## src/rtl/dwc_pkg.sv

```systemverilog
// Shared types and constants for the duplicate-with-compare feeder.
package dwc_pkg;

   typedef enum logic [1:0] {
      IDLE      = 2'd0,
      COLLECT   = 2'd1,
      WAIT_RESP = 2'd2,
      REPORT    = 2'd3
   } state_e;

   localparam int unsigned DATA_W_DEF = 32;

   localparam int unsigned SET_A = 0;
   localparam int unsigned SET_B = 1;
   localparam logic [1:0]  DATA_SET_FULL = 2'b11;

   // Round outcome reported alongside done.
   typedef struct packed {
      logic match;
      logic fault;
      logic timeout;
   } outcome_t;

endpackage

```

## src/rtl/dwc_timeout_ctr.sv

```systemverilog
// Up-counter with clear/enable; expire_o is high while the count sits at LIMIT-1.
module dwc_timeout_ctr #(
   parameter int unsigned LIMIT = 16
) (
   input  logic clk,
   input  logic reset,
   input  logic clr_i,
   input  logic en_i,
   output logic expire_o
);

   localparam int unsigned   CW   = (LIMIT > 1) ? $clog2(LIMIT) : 1;
   localparam logic [CW-1:0] LAST = CW'(LIMIT - 1);

   logic [CW-1:0] cnt_q, cnt_d;
   logic          expire_q;

   // Holds at LAST so an unattended counter never wraps.
   always_comb begin
      cnt_d = cnt_q;
      if (clr_i) begin
         cnt_d = '0;
      end else if (en_i && (cnt_q != LAST)) begin
         cnt_d = cnt_q + CW'(1);
      end
   end

   always_ff @(posedge clk or posedge reset) begin
      if (reset) begin
         cnt_q    <= '0;
         expire_q <= (LAST == '0);
      end else begin
         cnt_q    <= cnt_d;
         expire_q <= (cnt_d == LAST);
      end
   end

   assign expire_o = expire_q;

endmodule

```

## src/rtl/dwc_feeder.sv

```systemverilog
// Pairs one result word from each redundant core, arms the comparator and
// reports a one-cycle outcome, flagging hung cores or a silent comparator.
module dwc_feeder
   import dwc_pkg::*;
#(
   parameter int unsigned DATA_W       = DATA_W_DEF,
   parameter int unsigned PAIR_TIMEOUT = 1024,
   parameter int unsigned RESP_TIMEOUT = 16,
   parameter int unsigned CNT_W        = 16
) (
   input  logic              clk,
   input  logic              reset,
   input  logic              a_valid,
   input  logic [DATA_W-1:0] a_data,
   output logic              a_ready,
   input  logic              b_valid,
   input  logic [DATA_W-1:0] b_data,
   output logic              b_ready,
   output logic [DATA_W-1:0] data_a,
   output logic [DATA_W-1:0] data_b,
   output logic [1:0]        data_set,
   input  logic              isMatch,
   input  logic              interupt_prompt,
   output logic              done,
   output logic              match,
   output logic              fault,
   output logic              timeout,
   output logic [CNT_W-1:0]  mismatch_cnt
);

   localparam logic [CNT_W-1:0] CNT_MAX = {CNT_W{1'b1}};

   state_e              state_q, state_d;
   logic [DATA_W-1:0]   data_a_q, data_a_d;
   logic [DATA_W-1:0]   data_b_q, data_b_d;
   logic [1:0]          set_q, set_d;
   logic                a_ready_q, a_ready_d;
   logic                b_ready_q, b_ready_d;
   logic                guard_q, guard_d;
   logic                done_q, done_d;
   outcome_t            out_q, out_d;
   logic [CNT_W-1:0]    mm_cnt_q, mm_cnt_d;

   logic a_hs, b_hs;
   logic pair_exp, resp_exp;

   assign a_hs = a_valid & a_ready_q;
   assign b_hs = b_valid & b_ready_q;

   dwc_timeout_ctr #(.LIMIT(PAIR_TIMEOUT)) u_pair_ctr (
      .clk      (clk),
      .reset    (reset),
      .clr_i    (state_q != COLLECT),
      .en_i     (state_q == COLLECT),
      .expire_o (pair_exp)
   );

   // Only sampled cycles count toward the verdict timeout.
   dwc_timeout_ctr #(.LIMIT(RESP_TIMEOUT)) u_resp_ctr (
      .clk      (clk),
      .reset    (reset),
      .clr_i    (state_q != WAIT_RESP),
      .en_i     ((state_q == WAIT_RESP) && !guard_q),
      .expire_o (resp_exp)
   );

   always_comb begin
      state_d  = state_q;
      data_a_d = data_a_q;
      data_b_d = data_b_q;
      set_d    = set_q;
      out_d    = '0;
      mm_cnt_d = mm_cnt_q;

      unique case (state_q)
         IDLE, COLLECT: begin
            if (a_hs) begin
               data_a_d     = a_data;
               set_d[SET_A] = 1'b1;
            end
            if (b_hs) begin
               data_b_d     = b_data;
               set_d[SET_B] = 1'b1;
            end
            // A capture in the expiry cycle completes the pair.
            if (set_d == DATA_SET_FULL) begin
               state_d = WAIT_RESP;
            end else if (set_d != 2'b00) begin
               if ((state_q == COLLECT) && pair_exp) begin
                  state_d       = REPORT;
                  set_d         = 2'b00;
                  out_d.fault   = 1'b1;
                  out_d.timeout = 1'b1;
               end else begin
                  state_d = COLLECT;
               end
            end
         end
         WAIT_RESP: begin
            // First cycle after arming may carry a verdict from the previous pair.
            if (!guard_q) begin
               if (interupt_prompt) begin
                  state_d     = REPORT;
                  out_d.fault = 1'b1;
               end else if (isMatch) begin
                  state_d     = REPORT;
                  out_d.match = 1'b1;
               end else if (resp_exp) begin
                  state_d       = REPORT;
                  out_d.fault   = 1'b1;
                  out_d.timeout = 1'b1;
               end
               if (state_d == REPORT) begin
                  set_d = 2'b00;
               end
            end
         end
         REPORT: begin
            state_d = IDLE;
         end
      endcase

      if (out_d.fault && (mm_cnt_q != CNT_MAX)) begin
         mm_cnt_d = mm_cnt_q + CNT_W'(1);
      end
   end

   assign done_d    = (state_d == REPORT);
   assign guard_d   = (state_q != WAIT_RESP) && (state_d == WAIT_RESP);
   assign a_ready_d = ((state_d == IDLE) || (state_d == COLLECT)) && !set_d[SET_A];
   assign b_ready_d = ((state_d == IDLE) || (state_d == COLLECT)) && !set_d[SET_B];

   always_ff @(posedge clk or posedge reset) begin
      if (reset) begin
         state_q   <= IDLE;
         data_a_q  <= '0;
         data_b_q  <= '0;
         set_q     <= 2'b00;
         a_ready_q <= 1'b1;
         b_ready_q <= 1'b1;
         guard_q   <= 1'b0;
         done_q    <= 1'b0;
         out_q     <= '0;
         mm_cnt_q  <= '0;
      end else begin
         state_q   <= state_d;
         data_a_q  <= data_a_d;
         data_b_q  <= data_b_d;
         set_q     <= set_d;
         a_ready_q <= a_ready_d;
         b_ready_q <= b_ready_d;
         guard_q   <= guard_d;
         done_q    <= done_d;
         out_q     <= out_d;
         mm_cnt_q  <= mm_cnt_d;
      end
   end

   assign a_ready      = a_ready_q;
   assign b_ready      = b_ready_q;
   assign data_a       = data_a_q;
   assign data_b       = data_b_q;
   assign data_set     = set_q;
   assign done         = done_q;
   assign match        = out_q.match;
   assign fault        = out_q.fault;
   assign timeout      = out_q.timeout;
   assign mismatch_cnt = mm_cnt_q;

endmodule

```

## config.mk

```make
export PLATFORM = sky130hd
export DESIGN_NAME = dwc_feeder
export DESIGN_NICKNAME = d
export VERILOG_FILES = /design/src/rtl/dwc_pkg.sv /design/src/rtl/dwc_timeout_ctr.sv /design/src/rtl/dwc_feeder.sv
export SDC_FILE = /design/constraint.sdc
export NUM_CORES = 1
export LEC_CHECK = 0
export ABC_CLOCK_PERIOD_IN_PS = 8900
export BUFFER_PORTS_ARGS = -buffer_cell sky130_fd_sc_hd__buf_2
export CORE_MARGIN = 1
export CORE_UTILIZATION = 40
export CTS_BUF_LIST = sky130_fd_sc_hd__clkbuf_8
export DETAILED_ROUTE_END_ITERATION = 10
export GPL_ROUTABILITY_DRIVEN = 0
export GPL_TIMING_DRIVEN = 0
export PLACE_DENSITY_LB_ADDON = 0.3
export SYNTH_ARGS = -nofsm -noshare
export SYNTH_HDL_FRONTEND = slang
export SYNTH_SLANG_ARGS = --single-unit
```

## constraint.sdc

```tcl
create_clock -name clk -period 8.9 [get_ports clk]
set_clock_uncertainty 0.15 [all_clocks]
set_input_delay 2.67 -clock clk [delete_from_list [all_inputs] [get_ports clk]]
set_output_delay 2.67 -clock clk [all_outputs]
set_load 0.05 [all_outputs]
```

==> summary.md, run 1 <==
| Metric | Value |
|---|---|
| P&R area growth vs syn | 26.05% |
| Net count, final | between 500 and 600 |
| GRT Total Usage | around 15% |
| Crit Path Max Fanout | 3 |
| Slew Limit Headroom | 62.05% |
| CTS tree | yes |
| Netlist cell types | 53 |
| Worst path max stage delay | between 500 and 600 ps |
| Required time of the worst setup path | 6080 ps |
| Worst Hold Endpoint | mismatch_cnt[15] |
| Synth Instances | 340 |
| # diodes | 0 |
| Initial antenna violation count | 0 |
| Hold-fix buffers, CTS | 0 |
| Grt total ovfl | 0 |
| Min-Delay Path Class | reg -> reg |
| Sequential share of the synthesized area | between 50% and 60% |
| Setup violators final | 0 |
| Reg clk slew, reported paths | 90 ps |
| Setup TNS | 0 ps |
| Fin crit share | between 40% and 50% |
| CP Cell Sequence | buf_2 |
| Max-Cap Viols | 0 |
| DRC violations left | 0 |
| Via count | 3212 |
| Synth Cell Area | 4634 sq um |
| Crit path buffers/inverters | 1 |
| Routed length per instance | 13.85 microns |
| Die footprint | 12020 sq um |
| Final ANT Viol Nets | 0 |
| Syn nets | 413 |
| Setup WS pre-CTS | 4724 ps |
| Max IR drop VDD | 0.0003041 V |
| Hold path depth | 1 |
| First-pass detailed-route iteration total | 6 |
| Vias per std cell | 4.911 |
| First-pass GRT wire length | 14.18 mm |
| Top cell family by delay on the critical path | flip-flops |
| Commonest cells after routing, fill and taps aside | buf_2, dfrtp_1, mux2_2 |
| Fillers | 957 |
| Async SR Flop Fraction | 100.0% |
| Clk_lat worst skew | 370 ps |
| Proportion of layout cells with a drive suffix above 1 | between 50% and 60% |
| Vias in the first global route | around 3000 |
| Leakage | 2.819 nW |
| Drt initial violations | 130 |
| Final Hold Violating Endpoints | 0 |
| Grt met2 use | 26.10% |
| Largest net degree at the start of global routing | between 60 and 70 |
| Row Count | 38 |
| Post-synthesis register bit count | about 110 |
| Element type at the critical path start | flop |
| Worst r2r src | u_pair_ctr.cnt_q[1] |
| PnR worst setup slack | 4847 ps |
| Main synth FF type | dfrtp_1 |
| Post-CTS Setup Inserts | 0 |
| Worst R2R Setup Slack | 6830 ps |
| R2R Path End | u_pair_ctr.expire_o |
| R2R depth | 6 |
| Root Buffer | clkbuf_8 |
| Die Ht | 109.6 microns |
| H-tree levels | 3 |
| Fmax | between 200 and 250 MHz |
| Post-synth EDFFs | 0 |
| Pwr dens | between 300 and 400 nW/um^2 |
| Slowest cell on the critical path | dfstp_2 |
| Clock Tree Buf Depth | 2 |
| PostCTS Resize Cnt | 0 |
| Total CTS buffers | 9 |
| Most Crowded Layer GR | met2 |
| Clk sinks | 107 |
| Critical Path AT | 1230 ps |
| Most common cell after layout, fill and taps aside | buf_2 |
| Yosys warns | 0 |
| Placement Cell Area | between 5000 and 6000 sq um |
| GR Layer Usage met1 | 18.02% |
| Count of input and output buffers | 157 |
| Post-layout minimum cycle time | 4053 ps |
| # IOs | 158 |
| Least-Margin Pin Slew | 569.3 ps |
| Die Wd | 109.6 microns |
| Avg Inst Size Synth | roughly 14 sq um |
| Drt total wl | 9.058 mm |
| Total core area | 11080 sq um |
| Critical path class | reg -> out |
| Final cell count without fillers | 654 |
| Dpl cells | 638 |
| Initial Utilization | 41.83% |
| Met3 Use GR | under 10% |
| Max-slew violations | 0 |
| Crit end category | output pin |
| Final HPWL DP | 6.857 mm |
| Hold path start | mismatch_cnt[15] |
| Status | completed |
| Final Cell Area | 5842 sq um |
| RSZ-0062 raised after global routing | no |
## cells in the mapped netlist (2+ instances only)
cell type | number | area [sq um]
a21oi_1 | 5 | 25.02
and2_1 | 2 | 12.51
or2_2 | 2 | 12.51
mux2_2 | 64 | 720.7
inv_1 | 7 | 26.28
dfstp_2 | 2 | 52.55
ha_1 | 3 | 37.54
nor3_4 | 2 | 32.53
dfrtp_1 | 105 | 2628
nor3_2 | 5 | 50.05
nand3_1 | 16 | 80.08
xnor2_1 | 6 | 52.55
a311oi_1 | 2 | 17.52
and3_1 | 2 | 12.51
a31oi_1 | 6 | 37.54
nor4_4 | 2 | 42.54
nor2_1 | 17 | 63.81
nor3_1 | 7 | 35.03
o21ai_0 | 9 | 45.04
nand2_1 | 14 | 52.55
nand4_1 | 5 | 31.28
xor2_1 | 14 | 122.6
buf_2 | 7 | 35.03
nor4_2 | 4 | 50.05
a21o_1 | 2 | 15.01
a21oi_4 | 2 | 32.53
buf_12 | 2 | 40.04
## cell type report
cell class | instances | area [sq um] | area share, %
plain buffers | 10 | 82.58 | 1.414
clock buffers | 13 | 178.9 | 3.063
clock inverters | 3 | 37.54 | 0.6425
inverters | 7 | 28.78 | 0.4926
multi-input cells | 216 | 1846 | 31.59
flip-flops and latches | 107 | 2680 | 45.88
well taps | 140 | 175.2 | 2.999
repair buffers | 158 | 813.3 | 13.92
## worst max-delay path by stage
stage	start	endpoint	slack, ps	cells after the start
after floorplan	reset	data_a[0]	3270	1
after global placement	reset	mismatch_cnt[10]	2080	2
after detailed placement	a_valid	mismatch_cnt[1]	4720	6
after CTS	a_ready	a_ready	4820	1
after global routing	a_ready	a_ready	4800	1
final	b_ready	b_ready	4850	1
## kinds of logic (layout without fill, tap and decap cells)
kind of cell / Yosys count / count (layout) / synth area share [%]
xor gates and xnor gates: 20 / 20 / 3.780
adders and majority gates: 4 / 4 / 1.026
DFF: 107 / 107 / 57.83
muxes: 66 / 66 / 16.09
buffers and inverters: 17 / 191 / 2.349
AOI/OAI and AO/OA: 30 / 30 / 4.778
and+or+nand+nor: 96 / 96 / 14.15
## through the flow
step | utilization, % | total power (W) | hold slack (ps)
after floorplan | - | 0.001687 | 333.6
after global placement | 50.51 | 0.001936 | 329.1
after detailed placement | 50.78 | 0.001959 | 335.3
after CTS | 52.73 | 0.002278 | 347.0
after global routing | 52.73 | 0.002369 | 367.2
final | 52.73 | 0.002247 | 346.2
## layer usage
layer / up-vias / part of all wire (%)
li1: 1544 / -
met1: 1551 / 42
met2: 103 / 49
met3: 14 / 7.7
met4: 0 / 1.7
met5: - / 0
## power breakdown
part | switching (W) | total, W | internal (W) | leakage (nW)
clock network | 0.000153 | 0.000312 | 0.000159 | 0.118
registers | 0.0000957 | 0.000765 | 0.000669 | 1.32
logic | 0.000839 | 0.00117 | 0.000332 | 1.38
total | 0.00109 | 0.00225 | 0.00116 | 2.82
## flip-flops by register name (all words and copies together), names as in the netlist, 2 cells and up
register,flops
data_a,32
data_b,32
mismatch_cnt,16
u_pair_ctr.cnt_q,10
u_resp_ctr.cnt_q,4
data_set,2
state_q,2
Power figures use the tool's default switching activity.
==> run 2, diff against run 1 <==
--- a/config.mk
+++ b/config.mk
@@ -5,7 +5,8 @@
 export SDC_FILE = /design/constraint.sdc
 export NUM_CORES = 1
 export LEC_CHECK = 0
-export ABC_CLOCK_PERIOD_IN_PS = 8900
+export ABC_AREA = 1
+export ABC_CLOCK_PERIOD_IN_PS = 3300
 export BUFFER_PORTS_ARGS = -buffer_cell sky130_fd_sc_hd__buf_2
 export CORE_MARGIN = 1
 export CORE_UTILIZATION = 40
==> constraint.sdc (replaced) <==
create_clock -name clk -period 3.3 [get_ports clk]
set_clock_uncertainty 0.15 [all_clocks]
set_input_delay 0.99 -clock clk [delete_from_list [all_inputs] [get_ports clk]]
set_output_delay 0.99 -clock clk [all_outputs]
set_load 0.05 [all_outputs]
==> summary.md, run 2 <==
| Metric | Value |
|---|---|
| Critical path class | reg -> out (unchanged) |
| Root Buffer | clkbuf_8 (unchanged) |
| Row Count | 38 (unchanged) |
| Most common cell after layout, fill and taps aside | buf_2 (unchanged) |
| Via count | 3461 (was 3212) |
| Post-layout util | 52.45% (was 52.73%) |
| Crit end category | output pin (unchanged) |
| Hold-fix buffers, CTS | 0 (unchanged) |
| Max-slew violations | 0 (unchanged) |
| Min-Delay Path Class | reg -> reg (unchanged) |
| Leakage | 2.911 nW (was 2.819 nW) |
| Setup TNS | 0 ps (unchanged) |
| Post-synth EDFFs | 0 (unchanged) |
| Syn nets | 486 (was 413) |
| Post-layout minimum cycle time | around 2300 ps |
| Total core area | 11030 sq um (was 11080 sq um) |
| Synth Cell Area | 4593 sq um (was 4634 sq um) |
| CP Cell Sequence | buf_2 (unchanged) |
| Commonest cells after routing, fill and taps aside | buf_2, dfrtp_1, nand2_1 (was buf_2, dfrtp_1, mux2_2) |
| Dpl cells | 712 (was 638) |
| Initial antenna violation count | 0 (unchanged) |
| Routed length per instance | 13.27 microns (was 13.85 microns) |
| First-pass detailed-route iteration total | 5 (was 6) |
| Grt total ovfl | 0 (unchanged) |
| Fin crit share | 70.77% |
| Final ANT Viol Nets | 0 (unchanged) |
| Count of input and output buffers | 157 (unchanged) |
| Top cells by area, synth | dfrtp_1, mux2_2, nand2_1 (was dfrtp_1, mux2_2, xor2_1) |
| RSZ-0062 raised after global routing | no (unchanged) |
| Leading area contributor after synthesis | dfrtp_1 (unchanged) |
| Main synth FF type | dfrtp_1 (unchanged) |
| PostCTS Resize Cnt | 0 (unchanged) |
| Proportion of layout cells with a drive suffix above 1 | 44.56% (was 54.09%) |
| Async SR Flop Fraction | 100.0% (unchanged) |
| Post-synthesis register bit count | 107 (unchanged) |
| DRC violations left | 0 (unchanged) |
| P&R area growth vs syn | 25.96% (was 26.05%) |
| Element type at the critical path start | flop (unchanged) |
| Top post-synthesis cells by count | dfrtp_1, nand2_1, mux2_2 (was dfrtp_1, mux2_2, nor2_1) |
| Slowest cell on the critical path | dfstp_2 (unchanged) |
| Max IR drop VDD | 0.0006476 V (was 0.0003041 V) |
| Least-Margin Pin Slew | 775.3 ps (was 569.3 ps) |
| Clock Tree Buf Depth | 2 (unchanged) |
| Placement Cell Area | 5598 sq um (was 5625 sq um) |
| GRT Total Usage | 17.18% (was 15.35%) |
| Clk_lat worst skew | 370 ps (about the same) |
| Post-CTS Setup Inserts | 0 (unchanged) |
| Die Wd | 109.2 microns (was 109.6 microns) |
| Die Ht | 109.2 microns (was 109.6 microns) |
| Yosys warns | 0 (unchanged) |
| Vias per std cell | 4.754 (was 4.911) |
| Sequential share of the synthesized area | 58.35% (was 57.83%) |
| Avg Inst Size Synth | 11.12 sq um (was 13.63 sq um) |
| Status | completed (unchanged) |
| Final Hold Violating Endpoints | 0 (unchanged) |
| Pwr dens | 1083 nW/um^2 (was 384.7 nW/um^2) |
| Max-Cap Viols | 0 (unchanged) |
| Netlist cell types | 31 (was 53) |
| Clk sinks | 107 (unchanged) |
| Largest net degree at the start of global routing | 39 (was 64) |
| Vias in the first global route | 3411 (was 3030) |
| Top-count cell post-synth | dfrtp_1 (unchanged) |
| Synth Instances | 413 (was 340) |
| Fmax | 428.2 MHz |
| Drt total wl | 9.661 mm (was 9.058 mm) |
| Slew Limit Headroom | 48.20% (was 62.05%) |
| Final HPWL DP | 7.417 mm (was 6.857 mm) |
| Worst path max stage delay | 550 ps (was 580 ps) |
| H-tree levels | 3 (unchanged) |
| Die footprint | 11920 sq um (was 12020 sq um) |
| # diodes | 0 (unchanged) |
| Setup violators final | 0 (unchanged) |
| Initial Utilization | 41.64% (was 41.83%) |
| Total CTS buffers | 9 (unchanged) |
| Net count, final | 656 (was 582) |
| Final cell count without fillers | 728 (was 654) |
| Required time of the worst setup path | 2160 ps (was 6080 ps) |
| Fillers | 1009 (was 957) |
| Top cell family by delay on the critical path | flip-flops (unchanged) |
| Crit path buffers/inverters | 1 (unchanged) |
| Drt initial violations | 181 (was 130) |
| # IOs | 158 (unchanged) |
| First-pass GRT wire length | 15.66 mm (was 14.18 mm) |
| Final Cell Area | 5786 sq um (was 5842 sq um) |
| Reg clk slew, reported paths | 90 ps (about the same) |
| Post-synth top area share | 57.21% (was 56.70%) |
| CTS tree | yes (unchanged) |
| Critical Path AT | 1200 ps (was 1230 ps) |
| Crit Path Max Fanout | 3 (unchanged) |
| Worst R2R Setup Slack | 1260 ps (was 6830 ps) |
## run 2: final cells by class
type	instances	area [sq um]	area share (%)
clock inverter	6	50.05	0.8651
clock buffer	10	137.6	2.379
timing repair buffer	159	825.8	14.27
multi-input combinational	261	1722	29.76
tap	140	175.2	3.028
sequential	107	2680	46.32
buffer	9	56.30	0.9732
inverter	36	138.9	2.401
## run 2: report_power, final
| part | switching [W] | total (W) | internal [W] |
|---|---|---|---|
| clock | 0.000421 | 0.000782 | 0.000360 |
| combinational | 0.00246 | 0.00336 | 0.000899 |
| sequential | 0.000278 | 0.00212 | 0.00184 |
| total | 0.00316 | 0.00626 | 0.00310 |
## run 2: kinds of logic after synthesis
group | synth area share, %
simple gates | 14.87
flops | 58.35
mux | 15.69
buf+inv | 4.168
compound gates | 3.432
xor+xnor | 2.669
fa+ha+maj | 0.8173
## run 2: final timing paths
| path | startpoint | to | cells past startpoint |
|---|---|---|---|
| min in group asynchronous | reset | data_a[9] | 2 |
| min | data_b[3] | data_b[3] | 1 |
| max | a_ready | a_ready | 1 |
| max reg2reg | u_pair_ctr.cnt_q[0] | u_pair_ctr.expire_o | 12 |
| max in group asynchronous | reset | a_ready | 3 |
| min reg2reg | data_b[3] | data_b[3] | 1 |
## run 2: stage by stage
stage | setup slack (ps) | power (W) | hold WS (ps)
final | 964.5 | 0.006264 | 355.5
after global routing | 918.9 | 0.006629 | 371.9
after CTS | 938.2 | 0.006341 | 358.0
after detailed placement | 838.8 | 0.005545 | 337.6
after global placement | 192.1 | 0.005461 | 331.1
after floorplan | 874.1 | 0.004754 | 385.6
## run 2: layer usage
metal	part of all wire, %	GRT usage, %
met2	50	29.42
met3	6.9	4.901
met4	1.6	6.371
met1	42	20.38
met5	0	0
